## config.mk

```make
export PLATFORM = sky130hd
export DESIGN_NAME = gcd_core_flat
export DESIGN_NICKNAME = d
export VERILOG_FILES = /design/src/rtl/gcd_core_if.sv /design/src/rtl/gcd_core.sv /design/src/flat_wrapper.sv
export SDC_FILE = /design/constraint.sdc
export NUM_CORES = 1
export LEC_CHECK = 0
export ABC_CLOCK_PERIOD_IN_PS = 3000
export CAP_MARGIN = 5
export CORE_MARGIN = 2
export CORE_UTILIZATION = 45
export CTS_CLUSTER_DIAMETER = 60
export DETAILED_ROUTE_END_ITERATION = 10
export PLACE_DENSITY = 0.67
export REMOVE_ABC_BUFFERS = 1
export SYNTH_ARGS = -nofsm -noshare
export SYNTH_HDL_FRONTEND = slang
export SYNTH_SLANG_ARGS = --single-unit
```

## constraint.sdc

```tcl
create_clock -name clk -period 3 [get_ports clk]
set_input_delay 0.6 -clock clk [delete_from_list [all_inputs] [get_ports clk]]
set_output_delay 0.6 -clock clk [all_outputs]
set_load 0.01 [all_outputs]
```

## src/rtl/gcd_core_if.sv

```systemverilog
// Operand/result handshake bundle for gcd_core: one valid/ready pair in, one out.
// master = requester driving operands, slave = the core.
interface gcd_core_if #(
    parameter int WIDTH = 32
);
    logic             in_valid;
    logic             in_ready;
    logic [WIDTH-1:0] in_a;
    logic [WIDTH-1:0] in_b;
    logic             out_valid;
    logic             out_ready;
    logic [WIDTH-1:0] out_gcd;

    modport master (
        output in_valid, in_a, in_b, out_ready,
        input  in_ready, out_valid, out_gcd
    );

    modport slave (
        input  in_valid, in_a, in_b, out_ready,
        output in_ready, out_valid, out_gcd
    );
endinterface

```

## src/rtl/gcd_core.sv

```systemverilog
// Subtractive GCD engine: IDLE -> CALC (one subtract per cycle) -> DONE.
// Define GCD_ZERO_ERR_EN to flag zero operands on err instead of computing gcd(a,0)=a.
module gcd_core #(
    parameter int WIDTH = 32
) (
    input  logic       clk,
    input  logic       rst,
    gcd_core_if.slave  bus,
    output logic       busy
`ifdef GCD_ZERO_ERR_EN
    ,
    output logic       err
`endif
);

    typedef enum logic [1:0] {
        IDLE = 2'd0,
        CALC = 2'd1,
        DONE = 2'd2
    } state_t;

    state_t           state;
    logic [WIDTH-1:0] a;
    logic [WIDTH-1:0] b;
    logic [WIDTH-1:0] result;
    logic             in_ready_r;
    logic             out_valid_r;
    logic             busy_r;

    logic             calc_done;
    logic [WIDTH-1:0] calc_res;
`ifdef GCD_ZERO_ERR_EN
    logic             err_r;
    logic             calc_err;
`endif

    // Termination test for the current A/B pair; when not done the
    // sequential block subtracts the smaller operand from the larger.
    always_comb begin
        calc_done = 1'b1;
        calc_res  = a;
`ifdef GCD_ZERO_ERR_EN
        calc_err  = 1'b0;
        if (a == '0 || b == '0) begin
            calc_res = '0;
            calc_err = 1'b1;
        end else
`endif
        if (b == '0)
            calc_res = a;
        else if (a == '0)
            calc_res = b;
        else if (a == b)
            calc_res = a;
        else
            calc_done = 1'b0;
    end

    always_ff @(posedge clk or negedge rst) begin
        if (!rst) begin
            state       <= IDLE;
            a           <= '0;
            b           <= '0;
            result      <= '0;
            in_ready_r  <= 1'b1;
            out_valid_r <= 1'b0;
            busy_r      <= 1'b0;
`ifdef GCD_ZERO_ERR_EN
            err_r       <= 1'b0;
`endif
        end else begin
            case (state)
                IDLE: begin
                    if (bus.in_valid) begin
                        a          <= bus.in_a;
                        b          <= bus.in_b;
                        state      <= CALC;
                        in_ready_r <= 1'b0;
                        busy_r     <= 1'b1;
                    end
                end
                CALC: begin
                    if (calc_done) begin
                        result      <= calc_res;
                        state       <= DONE;
                        out_valid_r <= 1'b1;
`ifdef GCD_ZERO_ERR_EN
                        err_r       <= calc_err;
`endif
                    end else if (a > b) begin
                        a <= a - b;
                    end else begin
                        b <= b - a;
                    end
                end
                DONE: begin
                    // Return to IDLE only; the next accept needs its own cycle.
                    if (bus.out_ready) begin
                        state       <= IDLE;
                        out_valid_r <= 1'b0;
                        busy_r      <= 1'b0;
                        in_ready_r  <= 1'b1;
`ifdef GCD_ZERO_ERR_EN
                        err_r       <= 1'b0;
`endif
                    end
                end
                default: begin
                    state       <= IDLE;
                    in_ready_r  <= 1'b1;
                    out_valid_r <= 1'b0;
                    busy_r      <= 1'b0;
                end
            endcase
        end
    end

    assign bus.in_ready  = in_ready_r;
    assign bus.out_valid = out_valid_r;
    assign bus.out_gcd   = result;
    assign busy          = busy_r;
`ifdef GCD_ZERO_ERR_EN
    assign err           = err_r;
`endif

endmodule

```

## src/flat_wrapper.sv

```systemverilog
// flat-port wrapper written by rule: the top's interface ports become plain ports
module gcd_core_flat 
#(
    parameter int WIDTH = 32
)
  (clk, rst, busy, bus_in_valid, bus_in_a, bus_in_b, bus_out_ready, bus_in_ready, bus_out_valid, bus_out_gcd);
  gcd_core_if #(.WIDTH(WIDTH)) bus_i ();
  input  logic clk;
  input  logic rst;
  output logic busy;
  input wire logic [$bits(bus_i.in_valid)-1:0] bus_in_valid;
  input wire logic [$bits(bus_i.in_a)-1:0] bus_in_a;
  input wire logic [$bits(bus_i.in_b)-1:0] bus_in_b;
  input wire logic [$bits(bus_i.out_ready)-1:0] bus_out_ready;
  output wire logic [$bits(bus_i.in_ready)-1:0] bus_in_ready;
  output wire logic [$bits(bus_i.out_valid)-1:0] bus_out_valid;
  output wire logic [$bits(bus_i.out_gcd)-1:0] bus_out_gcd;
  assign bus_i.in_valid = bus_in_valid;
  assign bus_i.in_a = bus_in_a;
  assign bus_i.in_b = bus_in_b;
  assign bus_i.out_ready = bus_out_ready;
  assign bus_in_ready = bus_i.in_ready;
  assign bus_out_valid = bus_i.out_valid;
  assign bus_out_gcd = bus_i.out_gcd;
  gcd_core #(.WIDTH(WIDTH)) u_core (.clk(clk), .rst(rst), .bus(bus_i), .busy(busy));
endmodule
```

# After elaboration in Yosys (flattened, before gate mapping)
# Index checks and enable logic that the tools add are counted.
# W data, S select, Z words.
[totals]
latchBits = 0
ff_bits = 101
n_memories = 0
mem_bits_ro = 0
ramBits = 0
output_inout_bits = 35
[op_classes]
n_addsub = 2
n_reduce_logical = 10
mux = 25
bitwise_logic = 2
n_lt_le_gt_ge = 1
n_shift = 0
mul = 0
n_eq_ne = 9
n_div = 0
[ops]
columns = ["cell", "count"]
rows = [
  ["$mux W32", 8],
  ["$pmux W32 S2", 2],
  ["$logic_not A32 Y1", 2],
  ["$sub A32 B32 Y32", 2],
  ["$eq A32 B32 Y1", 1],
  ["$gt A32 B32 Y1", 1],
  ["$pmux W1 S3", 3],
  ["$reduce_and A3 Y1", 3],
  ["$mux W1", 8],
  ["$ne A2 B2 Y1 const B", 4],
  ["$reduce_and A4 Y1", 2],
  ["$mux W2", 3],
  ["$pmux W2 S3", 1],
  ["$ne A2 B1 Y1 const B", 2],
  ["$eq A2 B1 Y1 const B", 1],
  ["$eq A2 B2 Y1 const B", 1],
  ["$logic_not A2 Y1", 1],
  ["$not A1 Y1", 2],
  ["$reduce_and A2 Y1", 1],
  ["$reduce_bool A2 Y1", 1],
]

# Logic depth before layout (Yosys ltp)
[logic_depth]
depth_word = 6
mapped_depth = 13
depth_no_buf = 11

# Least setup slack after synthesis
# Ideal clock, no wire load.
[synth_path]
path_kind = "reg-to-reg"
from = "reg u_core.b[0]"
to = "reg u_core.b[26]"
path_buffers = 1
path_stages_with_launch = 13
setup_slack_ns = 0.196
arrival_time_ns = 2.664
synth_period_minus_slack_ns = 2.804
cell_sequence = "dfrtp_1 inv_1 ha_1 fa_1 nand2b_1 a211oi_1 or3_1 buf_2 a211o_1 nand2_1 o41ai_2 mux2i_1 a41oi_1"
[synth_via]
elab_chain_len = 6
word_cells_on_any_way = 13
cone_classes = "1 x add/sub; 1 x order compare; 3 x eq/ne; 6 x mux; 2 x reduce/logical"
[synth_lines]
columns = ["item", "line", "source"]
rows = [
  ["from (decl)", "gcd_core.sv:24", "logic [WIDTH-1:0] b;"],
  ["from (signal assigned)", "gcd_core.sv:76", "b <= bus.in_b;"],
  ["from (signal assigned)", "gcd_core.sv:93", "b <= b - a;"],
  ["branches (longest 6 deep; another with $sub A32 B32 Y32)", "--", ""],
]
# Several ways; the timed one is not identified. The select of a mux whose other input is x is not followed.
# A chain may end at the register's enable or synchronous reset.

# Final worst setup path
[layout_path]
from = "reg u_core.a[20]"
to = "reg u_core.b[28]"
[layout_via]
elab_chain_len = 6
word_cells_on_any_way = 13
cone_classes = "1 x add/sub; 1 x order compare; 3 x eq/ne; 6 x mux; 2 x reduce/logical"
[layout_lines]
columns = ["item", "line", "source"]
rows = [
  ["from (decl)", "gcd_core.sv:23", "logic [WIDTH-1:0] a;"],
  ["from (signal assigned)", "gcd_core.sv:75", "a <= bus.in_a;"],
  ["from (signal assigned)", "gcd_core.sv:91", "a <= a - b;"],
  ["branches (longest 6 deep; another with $sub A32 B32 Y32)", "--", ""],
]
# Several ways; the timed one is not identified. The select of a mux whose other input is x is not followed.

==> flow_summary.yaml <==
sta:
  clock_skew_ns: 0.0116
  fin_tns_setup_ns: 0
  rsz0062_at_grt: "yes"
  setup_viol: 0
  fin_ws_ns: 0.0536
  layout_worst_path_cycle_share_pct: 98.2
  slew_headroom_pct: 49.8
  final.min_clock_period_ns: 2.95
  fmax_mhz: 339
  hold_viol_final: 0
  worstMarginPinSlew_ns: 0.746
  finalMaxSlewViolations: 0
global_route:
  grt_pass1_vias: 8324
  grtUsageTotal_pct: 29.7
  overflow: 0
  grt_first_pass_wirelength_um: 46000
  grt_max_degree: 49
  antenna_found_initial: 0
final_layout:
  diodes: 0
  nets: 1408
  syn_to_final_growth_pct: 31.4
  final_layout_size_suffix_gt1_share_pct: 16.5
synth:
  ys_seq_elements: 101
  synth.avg_cell_area_um2: 7.74
  synth-edff-count: 0
  yosys.area.top_type: "dfrtp_1"
  async_flop_share_pct: 100
  syn-instance-count: 1084
  synth_cell_types: 70
  ys_warn_count: 0
  netlist.area_leader.share_pct: 29.8
  netlist_area_um2: 8390
  yosys_most_used_dff: "dfrtp_1"
  synthTopCellsByArea: "dfrtp_1 30%, ha_1 9.4%, a21oi_1 6.8%, nand2_1 5.8%, o21ai_0 5.5%"
  ys_seq_area_share_pct: 30.1
clock_network:
  clockRootBuffer: "clkbuf_16"
  cts.path.max_buffers: 2
  htree_levels: 3
  cts_tree: "done"
  numCtsBuffers: 9
  insertion_delay_ns: 0.37
  clkSinkCount: 101
  path_clk_slew_ns: 0.07
outcome:
  status: "finished, final reports clean"
route:
  viasPerCell: 5.90
  final_antenna_net_count: 0
  post_drt_wl_per_cell_um: 19.7
  drtIter0Drc: 1065
  vias: 8903
  drc: 0
  dr.pass1.iters: 6
  wl_um: 29800
place:
  gp_congestion: 0.989
  numPortBuffers: 102
  pre_cts_slack_ns: 0.00862
  hpwl_um: 22800
floorplanning:
  coreArea_um2: 18100
  num_rows: 49
  die_x_um: 141
  die-area_um2: 19800
  start_util_pct: 46.2
  fp.dieH_um: 141
  num_io_pins: 103
worst_setup_path:
  slowest_stage: "or4_4"
  crit_buf_inv: 0
  rr_worst_depth: 9
  crit_chain: "ha_4, nand4_1, or4_4, nor4_4, nor3_1, o21ai_1, o2111a_2, mux2_2, a31oi_1"
  critical_path_required_ns: 3.28
  endpoint_kind: "flop"
  path_depth: 9
  crit_family: "simple AND/OR/NAND/NOR gates"
  critPathMaxStageDelay_ns: 0.61
  cp.arrival_ns: 3.23
  cp-start-kind: "flop"
  reg2reg_setup_slack_ns: 0.05
  crit_type: "reg -> reg"
  cp_max_fo: 7
min_path:
  hold_path_class: "in -> async"
flow_run:
  cap_violations: 0
==> cells by family after synthesis <==
kind of cell             share of synthesized area [%]
XOR/XNOR                                          3.86
AND/OR/NAND/NOR                                   19.0
AO/OA/AOI/OAI                                     26.3
buffers and inverters                             7.56
multiplexers                                      3.25
adder cells (fa/ha/maj)                           9.87
flip-flops                                        30.1
==> synthesized netlist by cell type (3+ instances only) <==
| master | instances |
|---|---|
| o31ai_1 | 3 |
| inv_1 | 84 |
| o2111ai_1 | 4 |
| a221oi_1 | 3 |
| nand2_1 | 130 |
| clkbuf_1 | 36 |
| a21oi_1 | 114 |
| a21o_1 | 22 |
| and2_1 | 7 |
| nor4_1 | 20 |
| o21bai_1 | 9 |
| mux2_2 | 10 |
| mux2i_1 | 16 |
| or3_1 | 9 |
| ha_1 | 63 |
| o31a_1 | 3 |
| buf_2 | 23 |
| nand3_1 | 21 |
| or4_1 | 4 |
| nand4_1 | 15 |
| xnor2_1 | 29 |
| nand2b_1 | 8 |
| and3_1 | 6 |
| a211oi_1 | 20 |
| a31oi_1 | 27 |
| nor2_1 | 85 |
| xor2_1 | 8 |
| a211o_1 | 3 |
| nor2b_1 | 9 |
| dfrtp_1 | 100 |
| buf_1 | 3 |
| o211ai_1 | 13 |
| o21ai_0 | 93 |
| nor3_1 | 22 |
| buf_4 | 4 |
| o21a_1 | 10 |
==> per-layer routing <==
layer | GRT usage [%] | routed length, µm
met2 | 45.5 | 13100
met1 | 44.5 | 13900
met4 | 6.32 | 453
met3 | 4.89 | 2330
met5 | 0 | 0
==> stage by stage <==
step	cell area (µm²)	hold WS, ns	instances	util, %
after floorplan	8070	0.304	1015	-
after global placement	10500	0.460	1486	58.0
after detailed placement	10500	0.469	1486	58.0
after CTS	10800	0.220	1502	59.6
after global routing	11000	0.236	1509	60.8
final	11000	0.198	1509	60.8
==> area by class of cell <==
cell class,count,area [µm²]
timing repair buffer,249,2220
clock buffer,11,243
multi-input combinational,830,5380
inverter,84,315
fill,1705,7120
sequential,101,2530
clock inverter,5,60.1
tap,229,287
==> sequential cells by signal (all words and copies together) (netlist names) <==
signal                flops
u_core.state              2
u_core.bus.in_ready       1
u_core.a                 32
u_core.bus.out_valid      1
u_core.b                 32
u_core.bus.out_gcd       32
u_core.busy               1
==> what timing repair did <==
action                     CTS  global route
hold endpoints to repair     0             0
setup endpoints to repair    0            61
resized for setup            0            26
hold buffers                 0             0
buffers inserted             0             6
==> worst paths after layout <==
| kind | from | end |
|---|---|---|
| worst max-delay path | u_core.a[20] | u_core.b[28] |
| worst min-delay path | rst | u_core.bus.out_gcd[6] |
| worst max register to register | u_core.a[20] | u_core.b[28] |
| worst min register to register | u_core.bus.out_gcd[17] | u_core.bus.out_gcd[17] |
| max in group asynchronous | rst | u_core.bus.in_ready |
| min in group clk | u_core.bus.out_gcd[17] | u_core.bus.out_gcd[17] |
==> cell usage in the layout (no fill, tap or decap), types with 22 or more instances in the layout <==
cell               n
inv_1             84
xnor2_1           29
nand2_1          127
o21ai_0           91
clkdlybuf4s50_1  101
a21oi_1          111
buf_4            138
ha_1              57
nor2_1            85
dfrtp_1          100
a31oi_1           27
a21o_1            22
Power is left out: the tool's default activity adds up to more than one toggle a clock period on the data nets, which glitch-free logic cannot reach.
